## src/rtl/rom_loader_pkg.sv

```systemverilog
// Shared types and constants for the ROM byte loader: FSM state encoding and word geometry.
package rom_loader_pkg;

  typedef enum logic [1:0] {
    IDLE  = 2'd0,
    LOAD  = 2'd1,
    DRAIN = 2'd2
  } loader_state_t;

  localparam int BYTES_PER_WORD = 4;
  localparam int ADDR_W         = 25;

endpackage

```

## src/rtl/rom_loader_fifo.sv

```systemverilog
// Word FIFO between the host bridge and the byte serializer; same-cycle push/pop, synchronous flush.
module rom_loader_fifo #(
  parameter int FIFO_DEPTH = 4
) (
  input  logic        clk,
  input  logic        rst,
  input  logic        flush,
  input  logic        push,
  input  logic        pop,
  input  logic [31:0] din,
  output logic [31:0] dout,
  output logic        empty,
  output logic        full
);

  localparam int AW = $clog2(FIFO_DEPTH);
  localparam logic [AW:0] PTR_ONE = 1;

  logic [31:0] mem_q [FIFO_DEPTH];
  logic [AW:0] wr_ptr_q;
  logic [AW:0] rd_ptr_q;

  // Pointers carry one extra wrap bit so full and empty are distinguishable.
  always_ff @(posedge clk or posedge rst) begin
    if (rst) begin
      wr_ptr_q <= '0;
      rd_ptr_q <= '0;
    end else if (flush) begin
      wr_ptr_q <= '0;
      rd_ptr_q <= '0;
    end else begin
      if (push) wr_ptr_q <= wr_ptr_q + PTR_ONE;
      if (pop)  rd_ptr_q <= rd_ptr_q + PTR_ONE;
    end
  end

  always_ff @(posedge clk) begin
    if (push && !flush) mem_q[wr_ptr_q[AW-1:0]] <= din;
  end

  assign dout  = mem_q[rd_ptr_q[AW-1:0]];
  assign empty = (wr_ptr_q == rd_ptr_q);
  assign full  = (wr_ptr_q[AW] != rd_ptr_q[AW]) && (wr_ptr_q[AW-1:0] == rd_ptr_q[AW-1:0]);

endmodule

```

## src/rtl/rom_byte_loader.sv

```systemverilog
// Buffers 32-bit big-endian ROM words and replays them as paced ioctl byte writes.
// Optional feature: define ROM_LOADER_CHECKSUM_EN to add a 16-bit running byte checksum output.
module rom_byte_loader
  import rom_loader_pkg::*;
#(
  parameter int WRITE_DELAY = 4,
  parameter int FIFO_DEPTH  = 4
) (
  input  logic        clk_ppu_21_47,
  input  logic        reset,
  input  logic        bridge_start,
  input  logic        bridge_end,
  input  logic        word_valid,
  input  logic [31:0] word_data,
  output logic        word_ready,
  output logic        ioctl_download,
  output logic        ioctl_wr,
  output logic [7:0]  ioctl_dout,
  output logic [24:0] ioctl_addr,
  output logic        busy
`ifdef ROM_LOADER_CHECKSUM_EN
  ,
  output logic [15:0] checksum
`endif
);

  localparam logic [3:0] GAP      = 4'(WRITE_DELAY - 1);
  localparam logic [1:0] LAST_IDX = 2'(BYTES_PER_WORD - 1);

  loader_state_t state_q, state_d;

  logic        push, pop, fifo_empty, fifo_full;
  logic [31:0] fifo_dout;
  logic        emit_rdy, emit_shift, emit_pop, drain_done;

  logic [3:0]        cnt_q, cnt_d;
  logic [1:0]        left_q, left_d;
  logic [31:0]       shreg_q, shreg_d;
  logic              wr_q, wr_d;
  logic [7:0]        dout_q, dout_d;
  logic [ADDR_W-1:0] addr_q, addr_d;

  assign push = word_valid && word_ready && !bridge_start;
  assign pop  = emit_pop && !bridge_start;

  rom_loader_fifo #(.FIFO_DEPTH(FIFO_DEPTH)) u_fifo (
    .clk   (clk_ppu_21_47),
    .rst   (reset),
    .flush (bridge_start),
    .push  (push),
    .pop   (pop),
    .din   (word_data),
    .dout  (fifo_dout),
    .empty (fifo_empty),
    .full  (fifo_full)
  );

  // cnt_q counts down the spacing since the last strobe; zero means a byte may go out now.
  assign emit_rdy   = (cnt_q == 4'd0);
  assign emit_shift = emit_rdy && (left_q != 2'd0);
  assign emit_pop   = emit_rdy && (left_q == 2'd0) && !fifo_empty;
  assign drain_done = fifo_empty && (left_q == 2'd0);

  always_ff @(posedge clk_ppu_21_47 or posedge reset) begin
    if (reset) state_q <= IDLE;
    else       state_q <= state_d;
  end

  always_comb begin
    state_d = state_q;
    if (bridge_start) begin
      state_d = LOAD;
    end else begin
      case (state_q)
        LOAD:    if (bridge_end) state_d = DRAIN;
        DRAIN:   if (drain_done) state_d = IDLE;
        default: state_d = state_q;
      endcase
    end
  end

  always_comb begin
    ioctl_download = (state_q == LOAD) || (state_q == DRAIN);
    busy           = (state_q != IDLE);
    word_ready     = (state_q == LOAD) && !fifo_full;
  end

  always_comb begin
    cnt_d   = cnt_q;
    left_d  = left_q;
    shreg_d = shreg_q;
    wr_d    = 1'b0;
    dout_d  = dout_q;
    addr_d  = wr_q ? addr_q + 25'd1 : addr_q;
    if (bridge_start) begin
      cnt_d  = 4'd0;
      left_d = 2'd0;
      addr_d = '0;
    end else if (emit_shift) begin
      wr_d    = 1'b1;
      dout_d  = shreg_q[31:24];
      shreg_d = {shreg_q[23:0], 8'h00};
      left_d  = left_q - 2'd1;
      cnt_d   = GAP;
    end else if (emit_pop) begin
      wr_d    = 1'b1;
      dout_d  = fifo_dout[31:24];
      shreg_d = {fifo_dout[23:0], 8'h00};
      left_d  = LAST_IDX;
      cnt_d   = GAP;
    end else if (cnt_q != 4'd0) begin
      cnt_d = cnt_q - 4'd1;
    end
  end

  always_ff @(posedge clk_ppu_21_47 or posedge reset) begin
    if (reset) begin
      cnt_q  <= 4'd0;
      left_q <= 2'd0;
      wr_q   <= 1'b0;
      dout_q <= 8'h00;
      addr_q <= '0;
    end else begin
      cnt_q  <= cnt_d;
      left_q <= left_d;
      wr_q   <= wr_d;
      dout_q <= dout_d;
      addr_q <= addr_d;
    end
  end

  always_ff @(posedge clk_ppu_21_47) begin
    shreg_q <= shreg_d;
  end

  assign ioctl_wr   = wr_q;
  assign ioctl_dout = dout_q;
  assign ioctl_addr = addr_q;

`ifdef ROM_LOADER_CHECKSUM_EN
  logic [15:0] sum_q, sum_d;

  always_comb begin
    sum_d = sum_q;
    if (bridge_start) sum_d = 16'h0000;
    else if (wr_q)    sum_d = sum_q + {8'h00, dout_q};
  end

  always_ff @(posedge clk_ppu_21_47 or posedge reset) begin
    if (reset) sum_q <= 16'h0000;
    else       sum_q <= sum_d;
  end

  assign checksum = sum_q;
`endif

endmodule

```

## config.mk

```make
export PLATFORM = sky130hd
export DESIGN_NAME = rom_byte_loader
export DESIGN_NICKNAME = d
export VERILOG_FILES = /design/src/rtl/rom_loader_pkg.sv /design/src/rtl/rom_loader_fifo.sv /design/src/rtl/rom_byte_loader.sv
export SDC_FILE = /design/constraint.sdc
export NUM_CORES = 1
export LEC_CHECK = 0
export CAP_MARGIN = 5
export CELL_PAD_IN_SITES_DETAIL_PLACEMENT = 0
export CELL_PAD_IN_SITES_GLOBAL_PLACEMENT = 2
export CORE_ASPECT_RATIO = 2
export CORE_MARGIN = 2
export CORE_UTILIZATION = 46
export DETAILED_ROUTE_END_ITERATION = 8
export PLACE_DENSITY_LB_ADDON = 0.3
export SKIP_LAST_GASP = 1
export SLEW_MARGIN = 0
export SYNTH_ARGS = -nofsm -noshare
export SYNTH_HDL_FRONTEND = slang
export SYNTH_HIERARCHICAL = 1
export SYNTH_SLANG_ARGS = --single-unit
export TNS_END_PERCENT = 5
```

## constraint.sdc

```tcl
create_clock -name clk_ppu_21_47 -period 4.55 [get_ports clk_ppu_21_47]
set_input_delay 0.91 -clock clk_ppu_21_47 [delete_from_list [all_inputs] [get_ports clk_ppu_21_47]]
set_output_delay 0.91 -clock clk_ppu_21_47 [all_outputs]
set_load 0.005 [all_outputs]
```

# Word-level counts from Yosys, hierarchy flattened
# Memory sizes are Yosys's and may differ from the RTL's.
# Index checks and enable logic that the tools add are counted.
classes:
  add_sub_neg: 5
  n_eq_ne: 7
  muxes: 26
  bitwise_logic: 1
  n_reduce_logical: 28
ops:
  columns: ["cell", "count"]
  rows:
  - ["$mux 32", 2]
  - ["$mux 25", 2]
  - ["$add 25x1->25 const B", 1]
  - ["$mux 4", 4]
  - ["$mux 8", 2]
  - ["$mux 2", 6]
  - ["$mux 3", 4]
  - ["$reduce_bool 2->1", 6]
  - ["$logic_and 1x1->1", 10]
  - ["$reduce_bool 4->1", 2]
  - ["$add 3x1->3 const B", 2]
  - ["$ne 3x3->1 const B", 2]
  - ["$reduce_bool 3->1", 2]
  - ["$mux 1", 5]
  - ["$logic_not 4->1", 1]
  - ["$pmux 2 s2", 1]
  - ["$sub 4x1->4 const B", 1]
  - ["$eq 3x3->1", 1]
  - ["$logic_not 1->1", 3]
  - ["$reduce_and 3->1", 1]
  - ["$eq 2x1->1 const B", 1]
  - ["$eq 2x2->1", 1]
  - ["$eq 2x2->1 const B", 1]
  - ["$logic_not 2->1", 1]
  - ["5 further kinds", 5]
totals:
  ff_bits: 72
  ramBits: 128
  in_bits: 37
  mem_count: 1
mem_list:
  columns: ["name", "words", "word_bits", "rd", "rd_ports_with_merged_regs", "wr", "line", "text"]
  rows:
  - ["u_fifo.mem_q", 4, 32, 1, 0, 1, "rom_loader_fifo.sv:19", "logic [31:0] mem_q [FIFO_DEPTH];"]

# Depth between registers and ports, before layout
logic_depth:
  word_depth: 9
  depth_mapped: 10
  depth_no_buf: 6

# Hierarchy
# The synthesis kept the hierarchy.
by_module_without_submodules:
  columns: ["module", "instances", "cells_each", "area_per_inst_um2", "seq_area_each_um2"]
  rows:
  - ["rom_loader_fifo", 1, 206, 5062.4, 3993.8]
  - ["rom_byte_loader", 1, 278, 3131.8, 1771.7]

# Least setup slack after synthesis
# Ideal clock, no wire load.
synth_timing:
  path_type: "input port to flip-flop"
  startpoint: "input port bridge_start"
  endpoint: "memory u_fifo.mem_q[0][0], enable pin"
  setup_time_ps: 392
  arrival_ps: 2381
  slack_ps: 1776
  cell_stages: 4
  path_buffers: 1
  cell_sequence: "buf_2 and3b_1 nor2b_1 and2_1"
synth_between:
  elab_chain_cells: 5
synth_lines:
  columns: ["item", "line", "text"]
  rows:
  - ["start, declared", "rom_byte_loader.sv:11", "input logic bridge_start,"]
  - ["$logic_not 1->1", "rom_byte_loader.sv:43", "assign push = word_valid && word_ready && !bridge_start;"]
  - ["$logic_and 1x1->1", "rom_byte_loader.sv:43", null]
  - ["via push", "rom_byte_loader.sv:32", "logic push, pop, fifo_empty, fifo_full;"]
  - ["$logic_and 1x1->1", "rom_loader_fifo.sv:38", "if (push && !flush) mem_q[wr_ptr_q[AW-1:0]] <= din;"]
  - ["$mux 1", "rom_loader_fifo.sv:38", null]
  - ["$mux 1 (implied by the code)", "rom_loader_fifo.sv:38", null]
  - ["end, declared", "rom_loader_fifo.sv:19", null]
# The timed path passes the listed nets, and every way through them passes these cells.

# Worst setup path in the final report
layout_timing:
  startpoint: "register u_fifo.rd_ptr_q[1]"
  endpoint: "output port word_ready"
layout_between:
  elab_chain_cells: 4
layout_lines:
  columns: ["item", "line", "text"]
  rows:
  - ["start, declared", "rom_loader_fifo.sv:21", "logic [AW:0] rd_ptr_q;"]
  - ["start signal, assigned", "rom_loader_fifo.sv:33", "if (pop) rd_ptr_q <= rd_ptr_q + PTR_ONE;"]
  - ["$eq 2x2->1", "rom_loader_fifo.sv:43", "assign full = (wr_ptr_q[AW] != rd_ptr_q[AW]) && (wr_ptr_q[AW-1:0] == rd_ptr_q[AW-1:0]);"]
  - ["$logic_and 1x1->1", "rom_loader_fifo.sv:43", null]
  - ["via fifo_full", "rom_byte_loader.sv:32", null]
  - ["$logic_not 1->1", "rom_byte_loader.sv:85", "word_ready = (state_q == LOAD) && !fifo_full;"]
  - ["$logic_and 1x1->1", "rom_byte_loader.sv:85", null]
  - ["end, declared", "rom_byte_loader.sv:15", "output logic word_ready,"]
# The timed path passes the listed nets, and every way through them passes these cells.

==> reports/qor.csv <==
metric,value,unit
area grow syn2layout,19.0,%
Root Driver,clkbuf_16,
Pwr per Cell Area,463,nW/µm²
Worst Tran Pin Value,1.04,ns
final net count,612,
crit end category,output port,
standard-cell row count,69,
max-slew violations,0,
die area,19000,µm²
synthesized netlist cell count,484,
routed vias/inst,5.42,
Clock Sinks,200,
power share of the clock group,34.3,%
Critical Path RT,3.64,ns
DRT iter0 DRCs,215,
worst path arrival time,2.26,ns
number of diodes,0,
HP Class,reg2reg,
register area share after synthesis,70.4,%
clk slew on worst S/H paths,0.08,ns
leakage,3.32,nW
clock skew,0.0126,ns
detailed-route via count,4282,
endpoints failing hold,0,
Switching Share,27.3,%
synthesized area per cell,16.9,µm²
switching power total,1.23,mW
setup_tns,0,ns
cts bufs inserted,17,
GRT Total Usage,16.3,%
Flop pwr share,49.0,%
f_max,316,MHz
dpl hpwl,9.13,mm
Overflow after GRT,0,
Worst-Skew Late Latency,0.44,ns
Setup Viol. Count Final,0,
final worst-path cycle share,69.6,%
number of port buffers,73,
total core area,17600,µm²
Crit Path Max Fanout,35,
final wirelength,14.8,mm
Post-synth EDFFs,152,
"Critical Path, Cell by Cell","buf_4, xor2_1, nor3_1, nor2b_1, clkdlybuf4s50_1",
CP Class,reg2out,
logic gate share of total power,16.7,%
Post-CTS Resized,0,
Synth async-reset ratio,24.0,%
outcome,"finished, final reports clean",
fill cell count,1441,
Synth cell types,44,
RSZ-0062 raised after global routing,no,
area post-placement,9120,µm²
Tmin final,3.17,ns
TritonCTS clock tree,yes,
Yosys reg bits,200,
largest net degree at the start of global routing,45,
Max Cap Viol,0,
CTS Hold Bufs,0,
maximum resistive drop on vdd,283,µV
first-pass GRT wire length,23.5,mm
"Power, Total",4.52,mW
initial core utilization,46.5,%
clock buffer depth,2,
Max-slew headroom,30.8,%
depth of the CTS H-tree,4,
Synth Flop Type,edfxtp_1,
antenna violations before repair,0,
crit-path max cell delay,0.57,ns
die width,98.4,µm
slowest cell on the critical path,clkdlybuf4s50_1,
warnings from Yosys,6,
# IOs,74,
TritonRoute pass-1 iters,4,
mapped cell area,8190,µm²
share of cells above drive strength 1,15.9,%
Pint,3.28,mW
die extent in y,193,µm
Antenna Nets Post-Route,0,
Startpoint Class,flip-flop,
gpl congestion,0.749,
Post-Syn Nets,532,
vias in the first global route,4454,
# DRC,0,
wire per inst,18.7,µm
final instance area,9750,µm²
Post-CTS Setup Bufs,0,
-- synthesized netlist by cell type, types with 2 or more instances --
| library cell | number | area share, % |
|---|---|---|
| o211ai_1 | 2 | 0.18 |
| o21ai_0 | 13 | 0.79 |
| nor3b_1 | 2 | 0.18 |
| mux4_2 | 28 | 7.7 |
| nand3b_1 | 3 | 0.27 |
| mux2_2 | 16 | 2.2 |
| nand4_1 | 7 | 0.53 |
| and4_1 | 2 | 0.21 |
| clkbuf_1 | 7 | 0.32 |
| a211oi_1 | 3 | 0.27 |
| ha_1 | 11 | 1.7 |
| nand2b_1 | 2 | 0.15 |
| buf_2 | 10 | 0.61 |
| or3_1 | 7 | 0.53 |
| nand3_1 | 12 | 0.73 |
| and2_1 | 6 | 0.46 |
| buf_12 | 3 | 0.73 |
| a21bo_2 | 2 | 0.24 |
| or4_1 | 9 | 0.82 |
| mux2i_1 | 11 | 1.3 |
| nor4_1 | 3 | 0.23 |
| dfrtp_1 | 48 | 15 |
| nand2_1 | 16 | 0.73 |
| o31ai_1 | 8 | 0.73 |
| nor2_1 | 22 | 1.0 |
| nor3_1 | 3 | 0.18 |
| nor2b_1 | 10 | 0.76 |
| xnor2_1 | 7 | 0.75 |
| xor2_1 | 9 | 0.96 |
| inv_1 | 15 | 0.69 |
| a21oi_1 | 20 | 1.2 |
| mux4_1 | 4 | 1.3 |
| edfxtp_1 | 152 | 56 |
-- kinds of logic after synthesis --
logic type      Yosys count  synth area share (%)
flops                   200                  70.4
simple gates            109                  7.30
mux                      59                  12.5
compound gates           52                  3.89
buf+inv                  37                  2.53
xor+xnor                 16                  1.71
fa+ha+maj                11                  1.68
-- power by group through the flow --
| stage | sequential, mW | clock (mW) | combinational, mW |
|---|---|---|---|
| 3_3_place_gp | 2.25 | 0 | 0.766 |
| 6_report | 2.21 | 1.55 | 0.756 |
| 2_1_floorplan | 2.23 | 0 | 0.505 |
| 3_5_place_dp | 2.26 | 0 | 0.769 |
| 5_1_grt | 2.23 | 1.65 | 0.847 |
| 4_1_cts | 2.22 | 1.59 | 0.774 |
-- final cells by class --
class                      count  area (µm²)  share of cell area, %
tap                          213         267                   2.73
clock buffer                  17         425                   4.36
sequential                   200        5770                   59.1
inverter                      15        56.3                  0.577
clock inverter                15         206                   2.12
timing repair buffer          83         806                   8.26
multi-input combinational    247        2230                   22.8
-- state kept, by name, indices dropped and copies added, names as in the netlist --
name             count
u_fifo/wr_ptr_q      3
ioctl_addr          25
cnt_q                4
u_fifo/rd_ptr_q      3
state_q              2
ioctl_dout           8
ioctl_wr             1
left_q               2
shreg_q             24
u_fifo/mem_q       128
-- final timing paths --
| check | startpoint | endpoint | slack, ns | depth (start not counted) |
|---|---|---|---|---|
| max | u_fifo/rd_ptr_q[1] | word_ready | 1.38 | 5 |
| min | ioctl_dout[4] | ioctl_dout[4] | 0.48 | 2 |
| max reg2reg | u_fifo/rd_ptr_q[1] | u_fifo/mem_q[0][24] | 1.62 | 8 |
| min reg2reg | ioctl_dout[4] | ioctl_dout[4] | 0.48 | 2 |
| max in group asynchronous | reset | left_q[1] | 3.17 | 3 |
| min in group asynchronous | reset | u_fifo/wr_ptr_q[1] | 0.79 | 2 |
-- metal layers --
layer	up-vias	wire, µm	global-route usage [%]
met1	2173	6550	21.4
met2	65	7660	27.1
met3	12	389	3.62
met4	0	172	5.01
li1	2032	-	-
met5	-	0	0
-- worst max-delay path: cells and delay by family, from the launching register on --
family                    cells  cell delay [ns]
xor gates and xnor gates      1             0.25
and+or+nand+nor               2             0.24
DFF                           1             0.33
buffers and inverters         2             1.01
-- stage by stage --
stage               util, %  hold slack [ns]  cells  setup WS, ns
detailed placement     51.8            0.469    758          1.19
global route           55.4            0.522    790          1.27
floorplan                 -            0.464    484          1.78
finish                 55.4            0.481    790          1.38
CTS                    55.4            0.487    790          1.33
global placement       51.8            0.460    758          1.30
-- placed cells by master (no fill, tap or decap), types with 6 or more instances in the layout --
cell type and instances:
or4_1 9, nand3_1 12, xor2_1 9, or3_1 7, mux4_2 28, clkdlybuf4s50_1 73, ha_1 11, nor2b_1 10
mux2_2 16, and2_1 6, nand2_1 16, o21ai_0 13, o31ai_1 8, nor2_1 22, clkbuf_16 17, xnor2_1 7
mux2i_1 11, inv_1 14, dfrtp_1 47, a21oi_1 20, buf_4 10, nand4_1 7, edfxtp_1 152
Power figures use the tool's default switching activity.
